**config.mk**
```make
export PLATFORM = sky130hd
export DESIGN_NAME = q_max_scan_arbiter
export DESIGN_NICKNAME = d
export VERILOG_FILES = /design/src/rtl/q_max_scan_arbiter.sv
export SDC_FILE = /design/constraint.sdc
export NUM_CORES = 1
export LEC_CHECK = 0
export BUFFER_PORTS_ARGS = -buffer_cell sky130_fd_sc_hd__buf_2
export CAP_MARGIN = 20
export CELL_PAD_IN_SITES_DETAIL_PLACEMENT = 1
export CELL_PAD_IN_SITES_GLOBAL_PLACEMENT = 1
export CORE_ASPECT_RATIO = 2
export CORE_MARGIN = 2
export CORE_UTILIZATION = 46
export CTS_BUF_LIST = sky130_fd_sc_hd__clkbuf_4 sky130_fd_sc_hd__clkbuf_8
export DETAILED_ROUTE_END_ITERATION = 8
export PLACE_DENSITY_LB_ADDON = 0.12
export SLEW_MARGIN = 20
export SYNTH_ARGS = -nofsm -noshare
export SYNTH_HDL_FRONTEND = slang
export SYNTH_SLANG_ARGS = --single-unit
```
**constraint.sdc**
```tcl
create_clock -name i_clk -period 3.3 [get_ports i_clk]
set_input_delay 0.165 -clock i_clk [delete_from_list [all_inputs] [get_ports i_clk]]
set_output_delay 0.165 -clock i_clk [all_outputs]
set_load 0.01 [all_outputs]
```
**src/rtl/q_max_scan_arbiter.sv**
```systemverilog
// Shared max-Q lookup engine: round-robin between two requesters, streams one
// state's action row from the Q-table RAM and returns the max value and argmax.
module q_max_scan_arbiter #(
    parameter int NUM_ACT = 15,
    parameter int DATA_W  = 16,
    parameter int STATE_W = 8,
    parameter int ACT_W   = 4
) (
    input  logic                     i_clk,
    input  logic                     i_rst_n,
    input  logic [1:0]               i_req,
    input  logic [STATE_W-1:0]       i_state0,
    input  logic [STATE_W-1:0]       i_state1,
    output logic [1:0]               o_grant,
    output logic                     o_busy,
    output logic                     o_ram_rd_en,
    output logic [STATE_W+ACT_W-1:0] o_ram_addr,
    input  logic [DATA_W-1:0]        i_ram_rd_data,
    output logic                     o_done,
    output logic                     o_done_id,
    output logic [DATA_W-1:0]        o_max_q,
    output logic [ACT_W-1:0]         o_max_act,
    output logic [1:0]               o_dbg_state
);

    // Handshake: i_req[n] is a level held until a done with o_done_id==n;
    // the requester may drop it in the done cycle to avoid a re-grant.
    typedef enum logic [1:0] {S_IDLE, S_SCAN, S_DRAIN, S_DONE} state_t;

    localparam logic [ACT_W-1:0] K_LAST = ACT_W'(NUM_ACT - 1);

    state_t              r_state;
    state_t              w_state_nxt;
    logic [STATE_W-1:0]  r_st;
    logic                r_id;
    logic                r_last_id;
    logic [ACT_W-1:0]    r_k;
    logic                r_cap_vld;
    logic [ACT_W-1:0]    r_cap_k;
    logic [DATA_W-1:0]   r_run_max;
    logic [ACT_W-1:0]    r_run_act;
    logic [DATA_W-1:0]   r_max_q;
    logic [ACT_W-1:0]    r_max_act;
    logic                w_arb;
    logic                w_win;
    logic                w_take;
    logic [DATA_W-1:0]   w_new_max;
    logic [ACT_W-1:0]    w_new_act;

    always_comb begin
        w_win = 1'b0;
        case (i_req)
            2'b10:   w_win = 1'b1;
            2'b11:   w_win = ~r_last_id;
            default: w_win = 1'b0;
        endcase
    end

    always_comb begin
        w_state_nxt = r_state;
        w_arb       = 1'b0;
        case (r_state)
            S_IDLE, S_DONE: begin
                if (i_req != 2'b00) begin
                    w_state_nxt = S_SCAN;
                    w_arb       = 1'b1;
                end else begin
                    w_state_nxt = S_IDLE;
                end
            end
            S_SCAN:  if (r_k == K_LAST) w_state_nxt = S_DRAIN;
            S_DRAIN: w_state_nxt = S_DONE;
            default: w_state_nxt = S_IDLE;
        endcase
    end

    // Action 0 always loads; later words need a strict win so ties keep the lowest index.
    always_comb begin
        w_take    = r_cap_vld && ((r_cap_k == '0) || (i_ram_rd_data > r_run_max));
        w_new_max = w_take ? i_ram_rd_data : r_run_max;
        w_new_act = w_take ? r_cap_k : r_run_act;
    end

    always_ff @(posedge i_clk or negedge i_rst_n) begin
        if (!i_rst_n) begin
            r_state   <= S_IDLE;
            r_st      <= '0;
            r_id      <= 1'b0;
            r_last_id <= 1'b1;
            r_k       <= '0;
            r_cap_vld <= 1'b0;
            r_cap_k   <= '0;
            r_run_max <= '0;
            r_run_act <= '0;
            r_max_q   <= '0;
            r_max_act <= '0;
        end else begin
            r_state <= w_state_nxt;
            if (w_arb) begin
                r_st      <= w_win ? i_state1 : i_state0;
                r_id      <= w_win;
                r_last_id <= w_win;
                r_k       <= '0;
            end else if (r_state == S_SCAN) begin
                r_k <= r_k + ACT_W'(1);
            end
            r_cap_vld <= (r_state == S_SCAN);
            r_cap_k   <= r_k;
            r_run_max <= w_new_max;
            r_run_act <= w_new_act;
            // DRAIN captures the last word, so publish the post-capture value.
            if (r_state == S_DRAIN) begin
                r_max_q   <= w_new_max;
                r_max_act <= w_new_act;
            end
        end
    end

    always_comb begin
        o_busy      = (r_state == S_SCAN) || (r_state == S_DRAIN);
        o_ram_rd_en = (r_state == S_SCAN);
        o_ram_addr  = (r_state == S_SCAN) ? {r_st, r_k} : '0;
        o_grant     = '0;
        if ((r_state == S_SCAN) && (r_k == '0))
            o_grant = r_id ? 2'b10 : 2'b01;
        o_done      = (r_state == S_DONE);
        o_done_id   = (r_state == S_DONE) && r_id;
        o_max_q     = r_max_q;
        o_max_act   = r_max_act;
        o_dbg_state = r_state;
    end

endmodule

```
# --- Word-level counts from Yosys, hierarchy flattened ---
# Index checks and enable logic that the tools add are counted.
totals:
  regBits: 61
  input_bits: 36
  out_inout_bits: 40
  elab_cells: 46
classes:
  add_sub_neg: 1
  n_lt_le_gt_ge: 1
  n_eq_ne: 7
  n_mux: 14
  bitwise: 1
  reduce_logical: 11
ops:
  columns: ["operator", "n"]
  rows:
  - ["$gt A16 B16 Y1", 1]
  - ["$mux W16", 1]
  - ["$mux W12", 1]
  - ["$mux W4", 3]
  - ["$eq A2 B2 Y1 const B", 4]
  - ["$logic_not A4 Y1", 2]
  - ["$mux W8", 1]
  - ["$mux W2", 3]
  - ["$pmux W2 S3", 1]
  - ["$add A4 B1 Y4 const B", 1]
  - ["$eq A4 B4 Y1 const B", 1]
  - ["$reduce_bool A2 Y1", 2]
  - ["$logic_and A1 B1 Y1", 3]
  - ["$mux W1", 3]
  - ["$eq A2 B1 Y1 const B", 1]
  - ["$logic_not A2 Y1", 1]
  - ["$logic_or A1 B1 Y1", 2]
  - ["$ne A2 B1 Y1 const B", 1]
  - ["$pmux W1 S2", 1]
  - ["$reduce_or A2 Y1", 1]
  - ["$not A1 Y1", 1]

# --- Depth between registers and ports, before layout ---
depth:
  ltp_word: 4
  ltp_mapped: 8

# --- Least setup slack after synthesis ---
# No wires, ideal clock.
synth_timing:
  kind: "reg2reg"
  start: "register r_run_max[15]"
  end: "register r_run_act[0]"
  setup_time_ns: 0.128
  t_arrival_ns: 2.077
  path_slack_ns: 1.096
  stages_incl_launch_ff: 8
  path_buffers: 1
  cell_sequence: "dfrtp_1 -> inv_1 -> ha_1 -> nand4_1 -> a2111o_1 -> a31oi_1 -> buf_4 -> mux2_1"
synth_via:
  elab_chain_len: 4
synth_lines:
  columns: ["element", "line", "rtl"]
  rows:
  - ["start, declared", "40", "logic [DATA_W-1:0] r_run_max;"]
  - ["start signal, assigned", "109", "r_run_max <= w_new_max;"]
  - ["$gt A16 B16 Y1", "79", "w_take = r_cap_vld && ((r_cap_k == '0) || (i_ram_rd_data > r_run_max));"]
  - ["$logic_or A1 B1 Y1", "79", null]
  - ["$logic_and A1 B1 Y1", "79", null]
  - ["$mux W4", "81", "w_new_act = w_take ? r_cap_k : r_run_act;"]
  - ["net w_new_act[0]", "48", "logic [ACT_W-1:0] w_new_act;"]
  - ["end signal, assigned", "110", "r_run_act <= w_new_act;"]
  - ["end, declared", "41", "logic [ACT_W-1:0] r_run_act;"]
# The timed path passes the listed nets, and every way through them passes these cells.
# A chain may end at the register's enable or synchronous reset.

# --- Final worst setup path ---
layout_timing:
  start: "register r_run_max[15]"
  end: "register r_run_max[5]"
layout_via:
  elab_chain_len: 4
layout_lines:
  columns: ["element", "line", "rtl"]
  rows:
  - ["$gt A16 B16 Y1", "79", null]
  - ["$logic_or A1 B1 Y1", "79", null]
  - ["$logic_and A1 B1 Y1", "79", null]
  - ["$mux W16", "80", "w_new_max = w_take ? i_ram_rd_data : r_run_max;"]
  - ["net w_new_max[5]", "47", "logic [DATA_W-1:0] w_new_max;"]
# The timed path passes the listed nets, and every way through them passes these cells.

==> metrics.yaml <==
synth_warnings: 0
yosysTopAreaCell: "dfrtp_1"
min_to: "r_run_max[9]"
syn-cell-area_mm2: 0.00353
clock_sinks: 61
cp-end-kind: "register"
synth_seq_cells: 61
r2r_slack_ns: 0.66
wl_um: 9430
final_area_mm2: 0.00424
drv_cap: 0
fin_crit_sh_pct: 80.0
via_per_inst: 5.76
avgSynthCellArea_um2: 9.73
ant_nets: 0
rsz0062_at_grt: "no"
p_per_area_mw_per_mm2: 965
path_max_fanout: 17
grt_max_degree: 52
cts.clk_slew.worst_paths_ns: 0.07
placed_area_mm2: 0.00402
grt-ovfl-total: 0
reg2reg_from: "r_run_max[15]"
hold_start: "i_ram_rd_data[9]"
top_level_ports: 76
cts_buffer_depth: 2
setup_viol: 0
clkPwrFrac_pct: 16.7
post_cts_buffers: 0
status: "finished clean"
comb_power_share_pct: 50.7
r2r-end: "r_run_max[5]"
fin_crit_ns: 2.64
swShare_pct: 43.0
ys_seq_area_share_pct: 43.3
holdWs_ns: 0.0674
firstDrtPassIters: 4
diodes: 0
power_frac_seq_pct: 32.6
synth_area_leaders: "dfrtp_1, ha_1, mux2_1, nand2_1, a311o_1"
syn-num-nets: 421
synth_flop_cell: "dfrtp_1"
die-area_mm2: 0.00844
cp.required_ns: 3.53
row_count: 45
timing.slew.headroom_pct: 28.3
hold_viol: 0
htree_num_levels: 3
p_int_mw: 2.34
start_kind: "register"
cp_cell_sequence: "inv_1 -> ha_1 -> nand4_1 -> a2111o_1 -> a31oi_2 -> buf_4 -> mux2_1"
async_flop_share_pct: 100
cp.arrival_ns: 2.88
die_height_um: 128
drc: 0
synth_cell_types: 34
tns_ns: 0
place.gp.congestion: 0.820
port_buffers: 75
first_global_vias: 3209
min_path_type: "input pin to register"
max_stage_delay_ns: 0.48
critPathTopFamily: "compound AO/OA/AOI/OAI gates"
cts_tree: "yes"
min_path_cells: 2
dp_hpwl_um: 6880
yosysMostFrequentCell: "dfrtp_1"
grtUsageTotal_pct: 24.2
vias: 3078
reg2regPathDepth: 7
area_delta_synth_final_pct: 20.2
synth.top_cell.area_share_pct: 42.5
crit_buf_inv: 2
clkLatencyLatePin_ns: 0.35
skew_ns: 0.0102
maxSlewViolCount: 0
power_switching_mw: 1.76
netlist_instances: 363
synth_common_cells: "dfrtp_1, nand2_1, clkbuf_1"
slowest_stage: "a2111o_1"
grt_pass1_wl_um: 15400
cts_made_buffers: 9
dieWidth_um: 66.0
max_freq_mhz: 379
p_leak_nw: 1.98
post_drt_wl_per_cell_um: 17.7
worst_pin_slew_ns: 1.07
ir_drop_v: 0.000632
worstSetupPathType: "register to register"
synth_edf_count: 0
antenna_found_initial: 0
drive_gt1_share_pct: 24.3
fp.coreArea_mm2: 0.00754
drt_iter0_drc: 134
clockRootBuffer: "clkbuf_8"
fin_nets: 493
start_util_pct: 46.8
-- per-stage QoR --
stage / util, % / power, mW / instances / setup slack (ns)
global placement: 53.2 / 3.33 / 515 / 0.811
floorplan: - / 2.72 / 363 / 1.10
detailed placement: 53.2 / 3.43 / 515 / 0.698
global route: 56.3 / 4.45 / 534 / 0.505
CTS: 56.2 / 4.13 / 533 / 0.681
finish: 56.3 / 4.09 / 534 / 0.658
-- power by group through the flow --
stage          Combinational, mW  Sequential [mW]  Clock (mW)
2_1_floorplan               1.38             1.34           0
3_3_place_gp                2.00             1.33           0
3_5_place_dp                2.08             1.35           0
4_1_cts                     2.09             1.34       0.701
5_1_grt                     2.34             1.38       0.725
6_report                    2.07             1.34       0.684
-- sequential cells by signal (all words and copies together) (netlist names) --
register and flops:
r_k 4, r_cap_vld 1, r_last_id 1, r_id 1, r_run_max 16, o_dbg_state 2
r_st 8, r_run_act 4, o_max_q 16, o_max_act 4, r_cap_k 4
-- routing by layer --
layer	wire length, µm	up-vias	part of all wire, %	global-route usage (%)
li1	-	1443	-	-
met1	3410	1553	36	24.6
met2	5500	64	58	45.9
met3	307	18	3.3	4.65
met4	208	0	2.2	10.7
met5	0	-	0	0
-- placed cells by master (no fill, tap or decap), types with 2 or more instances in the layout --
cell type and count:
buf_2 75, dfrtp_1 60, nand2_1 56, inv_1 21, nor2b_1 21, a31oi_1 21
ha_1 21, mux2_1 20, a311o_1 20, o211ai_1 20, and2_1 13, a21oi_1 10
nor2_1 10, clkbuf_8 10, buf_4 10, o21ai_0 9, mux2i_1 9, nand4_1 3
nand3_1 3, nor4_1 2, xor2_1 2, clkinv_2 2, clkbuf_4 2, dlygate4sd3_1 2
-- kinds of logic after synthesis --
| family | Yosys count | synth area share [%] |
|---|---|---|
| AO/OA/AOI/OAI | 90 | 19.2 |
| XOR/XNOR | 3 | 0.744 |
| flip-flops | 61 | 43.3 |
| AND/OR/NAND/NOR | 110 | 14.8 |
| buffers and inverters | 48 | 5.32 |
| multiplexers | 29 | 8.93 |
| adder cells (fa/ha/maj) | 22 | 7.80 |
-- what timing repair did --
| action | in CTS | in global routing |
|---|---|---|
| hold endpoints to repair | 11 | 0 |
| resized for setup | 0 | 0 |
| hold buffers | 2 | 0 |
-- cell type report --
| class | instances | area [µm²] |
|---|---|---|
| fill | 912 | 3300 |
| tap | 94 | 118 |
| multi-input combinational | 254 | 1830 |
| clock buffer | 12 | 153 |
| timing repair buffer | 88 | 490 |
| clock inverter | 4 | 47.5 |
| sequential | 61 | 1530 |
| inverter | 21 | 78.8 |
-- worst max path at each step --
stage	start	end	slack, ns	depth (start not counted)
4_1_cts	r_run_max[15]	r_run_max[5]	0.68	7
5_1_grt	r_run_max[15]	o_max_q[11]	0.50	8
2_1_floorplan	r_run_max[15]	r_run_act[0]	1.10	7
3_5_place_dp	r_run_max[15]	r_run_act[2]	0.70	7
3_3_place_gp	r_run_max[15]	r_run_act[2]	0.81	7
6_report	r_run_max[15]	r_run_max[5]	0.66	7
-- worst reg2reg max path: stages (launching register included) --
cell	delay, ns
dfrtp_1	0.40
inv_1	0.06
ha_1	0.32
nand4_1	0.23
a2111o_1	0.48
a31oi_2	0.30
buf_4	0.34
mux2_1	0.38
No activity file was read; power rests on OpenSTA's default activity.
